**src/rtl/audio_send_stereo_fifo.sv**
```systemverilog
// audio_send_stereo_fifo: I2S stereo transmitter fed by a FIFO of {left,right} pairs, with underrun tracking and mute
module audio_send_stereo_fifo #(
  parameter int WL = 32,
  parameter int FIFO_AW = 2
) (
  input  logic             aud_bclk,
  input  logic             sys_rst,
  input  logic             aud_lrc,
  output logic             aud_dacdat,
  input  logic             s_valid,
  output logic             s_ready,
  input  logic [WL-1:0]    s_left,
  input  logic [WL-1:0]    s_right,
  input  logic             mute,
  output logic [FIFO_AW:0] fifo_level,
  output logic             frame_done,
  output logic             underrun,
  output logic [15:0]      underrun_cnt
);
  localparam int DEPTH = 2 ** FIFO_AW;
  logic [2*WL-1:0] mem [DEPTH];
  logic [FIFO_AW-1:0] wr_ptr, rd_ptr;
  logic aud_lrc_d0, lrc_edge, left_start, push, pop, empty;
  logic [5:0] tx_cnt;
  logic [WL-1:0] left_t, right_t, word;
  assign lrc_edge = aud_lrc ^ aud_lrc_d0;
  assign left_start = lrc_edge & ~aud_lrc;
  assign empty = fifo_level == '0;
  assign s_ready = fifo_level != (FIFO_AW+1)'(DEPTH);
  assign push = s_valid & s_ready;
  assign pop = left_start & ~empty;
  assign word = (aud_lrc_d0 ? right_t : left_t) << tx_cnt;
  always_ff @(posedge aud_bclk)
    if (push) mem[wr_ptr] <= {s_left, s_right};
  always_ff @(posedge aud_bclk or negedge sys_rst)
    if (!sys_rst) begin
      wr_ptr       <= '0;
      rd_ptr       <= '0;
      fifo_level   <= '0;
      aud_lrc_d0   <= 1'b0;
      tx_cnt       <= '0;
      left_t       <= '0;
      right_t      <= '0;
      frame_done   <= 1'b0;
      underrun     <= 1'b0;
      underrun_cnt <= '0;
    end else begin
      aud_lrc_d0 <= aud_lrc;
      if (push) wr_ptr <= wr_ptr + 1'b1;
      if (pop) rd_ptr <= rd_ptr + 1'b1;
      fifo_level <= fifo_level + (FIFO_AW+1)'(push) - (FIFO_AW+1)'(pop);
      tx_cnt <= lrc_edge ? '0 : tx_cnt + 6'(tx_cnt != 6'd63);
      // high exactly while tx_cnt == WL in the right slot
      frame_done <= ~lrc_edge & aud_lrc_d0 & (tx_cnt == 6'(WL - 1));
      underrun <= left_start & empty;
      if (left_start & empty & ~&underrun_cnt) underrun_cnt <= underrun_cnt + 1'b1;
      if (left_start) {left_t, right_t} <= (empty | mute) ? '0 : mem[rd_ptr];
    end
  always_ff @(negedge aud_bclk or negedge sys_rst)
    if (!sys_rst) aud_dacdat <= 1'b0;
    else aud_dacdat <= (tx_cnt < 6'(WL)) & word[WL-1];
endmodule

```
**config.mk**
```make
export PLATFORM = sky130hd
export DESIGN_NAME = audio_send_stereo_fifo
export DESIGN_NICKNAME = d
export VERILOG_FILES = /design/src/rtl/audio_send_stereo_fifo.sv
export SDC_FILE = /design/constraint.sdc
export NUM_CORES = 1
export LEC_CHECK = 0
export BUFFER_PORTS_ARGS = -buffer_cell sky130_fd_sc_hd__buf_2
export CORE_UTILIZATION = 42
export CTS_CLUSTER_DIAMETER = 30
export DETAILED_ROUTE_END_ITERATION = 16
export GPL_TIMING_DRIVEN = 0
export MAX_ROUTING_LAYER = met4
export PLACE_DENSITY_LB_ADDON = 0.05
export RECOVER_POWER = 100
export SLEW_MARGIN = 20
export SYNTH_ARGS = -nofsm -noshare
export SYNTH_HDL_FRONTEND = slang
export SYNTH_SLANG_ARGS = --single-unit
```
**constraint.sdc**
```tcl
create_clock -name aud_bclk -period 2.9 [get_ports aud_bclk]
set_input_delay 0 -clock aud_bclk [delete_from_list [all_inputs] [get_ports aud_bclk]]
set_output_delay 0 -clock aud_bclk [all_outputs]
set_load 0.05 [all_outputs]
```
# == After elaboration in Yosys (flattened, before gate mapping) ==
# Memories as Yosys holds them, arrays and structs flattened.
# Index checks and enable logic that the tools add are counted.
# word_totals
input_bits,69
memories,1
word_cells,44
ramBits,256
out_inout_bits,23
regBits,97
# memory_table
memory,depth,width,read_ports,rd_ports_with_merged_regs,wr,line,text
mem,4,64,1,0,1,21,logic [2*WL-1:0] mem [DEPTH];
# classes
eq_ne,3
addsub,6
order_cmp,1
n_bitwise,13
n_reduce_logical,3
n_mux,5
shifts,1
# ops
op,n
$mux 64,1
$mux 32,1
$shl 32x6->32,1
$add 16x1->16 const B,1
$reduce_and 16->1,1
$and 1x1->1,8
$add 6x1->6,1
$eq 6x5->1 const B,1
$lt 6x6->1 const B,1
$mux 6,1
$ne 6x6->1 const B,1
$add 2x1->2 const B,2
$add 3x1->3,1
$logic_not 3->1,1
$ne 3x3->1 const B,1
$not 1->1,3
$sub 3x1->3,1
$mux 1,2
$logic_not 1->1,1
$or 1x1->1,1
$xor 1x1->1,1

# == Longest topological paths before layout ==
# logic_depth
word_depth,4
depth_mapped,10
ltp_nobuf,9

==> metrics.yaml <==
area_growth_pct: 30.3
syn_avg_cell_area_sq_um: 17.5
numPlacedInstances: 1320
die_area_sq_um: 33500
drive_gt1_frac: 0.209
routed_wl_microns: 28500
die_y_microns: 183
cpPeakStageDelay_ps: 550
crit_type: "reg2reg"
yosys.area.top_type: "edfxtp_1"
hpwl_microns: 18100
seqCellArea_sq_um: 10100
netlist_top_cells_count: "edfxtp_1, dfrtp_1, nand2_1, mux4_2, inv_1"
tightest_slew_ps: 1390
synthMostInstantiatedCell: "edfxtp_1"
drtPass1Iterations: 4
root_buffer: "clkbuf_16"
antenna_cells: 0
placed_area_sq_um: 15000
nNetsFinal: 1112
dp_slack_ps: -697
cts_made_buffers: 72
htreeDepth: 3
synthCells: 788
grt_setup_unrepaired: "yes"
fin_skew_ps: 18.7
grt_usage: 0.185
setup_violations: 1
synth_enable_flop_cells: 256
crit_path_max_fanout: 7
worstPathRequired_ps: 1840
synth-seq-cells: 353
p_leak_nw: 6.54
final_cell_area_sq_um: 18000
cap_violations: 0
grt_max_degree: 73
io_buffers: 91
critPathLaunchType: "flop"
via_per_inst: 4.93
yosysUniqueCellTypes: 41
gp_congestion: 0.851
initial_utilization: 0.432
syn_nets: 868
vias: 7524
peakVddDrop_mv: 0.609
worstHoldPathType: "in2reg"
failed_checks: "setup timing"
insertion_delay_ps: 560
clk_pin_slew_ps: 50
hold_viol: 0
rows: 65
cts_buffer_depth: 3
clock-sinks: 353
layoutNonFillerInstCount: 1527
ant_nets: 0
relSlewSlack: 0.0711
drv_slew: 0
grt-ovfl-total: 0
end_kind: "flop"
grt_pass1_wl_microns: 45000
first_iter_violations: 428
ys_seq_area_frac: 0.734
syn_area_sq_um: 13800
grt_pass1_vias: 8390
cp.arrival_ps: 2480
yosysWarnings: 0
synth_top_area_frac: 0.558
wl_per_cell_microns: 18.7
path_delay_family: "multiplexers"
fillers: 2540
crit_path_top_delay_cell: "mux4_2"
die_x_microns: 183
drc: 0
core_sq_um: 31900
power.density_nw_per_um2: 1050
ys.flop_type: "edfxtp_1"
synth_area_leaders: "edfxtp_1, dfrtp_1, mux4_2, o21ai_0, nand2_1"
multi_input_area_sq_um: 3260
cpMostUsedCell: "mux4_2"
path_cells: "buf_6, mux4_2, mux4_2, nand2b_4, a22oi_2, nor2_2"
async_flop_share: 0.275
cts_tree: "built"
status: "complete, but fails checks"
io_pins: 92
cp_num_buf_inv: 1
antenna_found_initial: 0
finalWorstSetupSlack_ps: -647
[layout by cell type (no fill, tap or decap), types with 2 or more instances in the layout]
| master | n |
|---|---|
| xor2_1 | 6 |
| inv_1 | 70 |
| bufinv_16 | 7 |
| dfrtp_1 | 96 |
| nand2b_1 | 3 |
| buf_1 | 2 |
| clkbuf_8 | 3 |
| clkinvlp_4 | 4 |
| buf_4 | 4 |
| o21ai_0 | 65 |
| ha_1 | 10 |
| clkinv_4 | 4 |
| inv_6 | 8 |
| clkbuf_1 | 126 |
| buf_6 | 2 |
| nand2_1 | 84 |
| nor3_1 | 6 |
| and3_2 | 4 |
| nand4_1 | 4 |
| mux4_2 | 80 |
| buf_2 | 8 |
| and3_1 | 3 |
| clkbuf_4 | 4 |
| xnor2_1 | 18 |
| clkinv_2 | 13 |
| dlygate4sd3_1 | 68 |
| mux4_1 | 2 |
| clkbuf_16 | 78 |
| edfxtp_1 | 256 |
| nand3_1 | 11 |
| nor2_1 | 6 |
| a21oi_1 | 2 |
| clkinv_1 | 4 |
| and2_0 | 6 |
[path summary, 6_finish.rpt]
kind / startpoint / endpoint / slack (ps) / cells after the start
hold / removal: s_valid / wr_ptr[0] / 2 / 3
min in group asynchronous: sys_rst / left_t[7] / 700 / 4
setup / recovery: aud_lrc_d0 / aud_dacdat / -650 / 6
hold reg to reg: underrun_cnt[6] / underrun_cnt[6] / 500 / 1
max in group asynchronous: sys_rst / aud_dacdat / 540 / 4
setup reg to reg: aud_lrc_d0 / aud_dacdat / -650 / 6
[kinds of logic (layout without fill, tap and decap cells)]
group,Yosys count,in the layout,synth area share
AOI/OAI and AO/OA,75,75,0.0290
adders and majority gates,11,11,0.0105
buffers and inverters,105,409,0.0304
DFF,353,353,0.734
xor gates and xnor gates,24,24,0.0153
and+or+nand+nor,137,137,0.0450
muxes,83,83,0.136
[timing repair]
item	CTS	global route
gates cloned	0	0
endpoints found under the hold margin	361	0
hold buffers	69	0
pin swaps	1	0
resized for setup	3	0
setup endpoints to repair	1	1
setup buffers	3	1
[through the flow]
step / util / setup TNS, ps / power [mW] / hold WS (ps)
final: 0.563 / -647 / 18.9 / 1.57
after global routing: 0.563 / -710 / 19.8 / 20.9
after CTS: 0.570 / -643 / 19.3 / 5.89
after detailed placement: 0.469 / -697 / 10.9 / -114
after global placement: 0.464 / -1040 / 10.7 / 144
after floorplan: - / -475 / 9.52 / -296
[cell type report]
type / count / share of cell area
Sequential cell: 353 / 0.563
Buffer: 35 / 0.00927
Tap cell: 435 / 0.0303
Clock buffer: 93 / 0.114
Multi-Input combinational cell: 330 / 0.182
Inverter: 70 / 0.0146
Timing Repair Buffer: 170 / 0.0627
Clock inverter: 41 / 0.0246
[registers in the layout, summed over array words and instances (netlist names)]
name and cells:
mem 256, left_t 32, right_t 32, underrun_cnt 16, tx_cnt 6, fifo_level 3
rd_ptr 2, wr_ptr 2, aud_dacdat 1, aud_lrc_d0 1, frame_done 1, underrun 1
[metal layers]
layer	share of wire	vias to the layer above	global-route usage
met1	0.42	3855	0.223
li1	-	3482	-
met4	0.021	0	0.0670
met2	0.52	138	0.311
met3	0.035	49	0.0369
met5	0	-	-
[report_power, final]
group / internal, mW / total [mW] / switching (mW)
clock: 5.60 / 8.22 / 2.62
combinational: 1.55 / 3.64 / 2.09
sequential: 6.64 / 7.04 / 0.403
total: 13.8 / 18.9 / 5.11
[worst min-delay path, stage by stage]
cell,delay [ps]
buf_2,110
and2_0,270
xnor2_1,110
(Power assumes the default switching activity.)
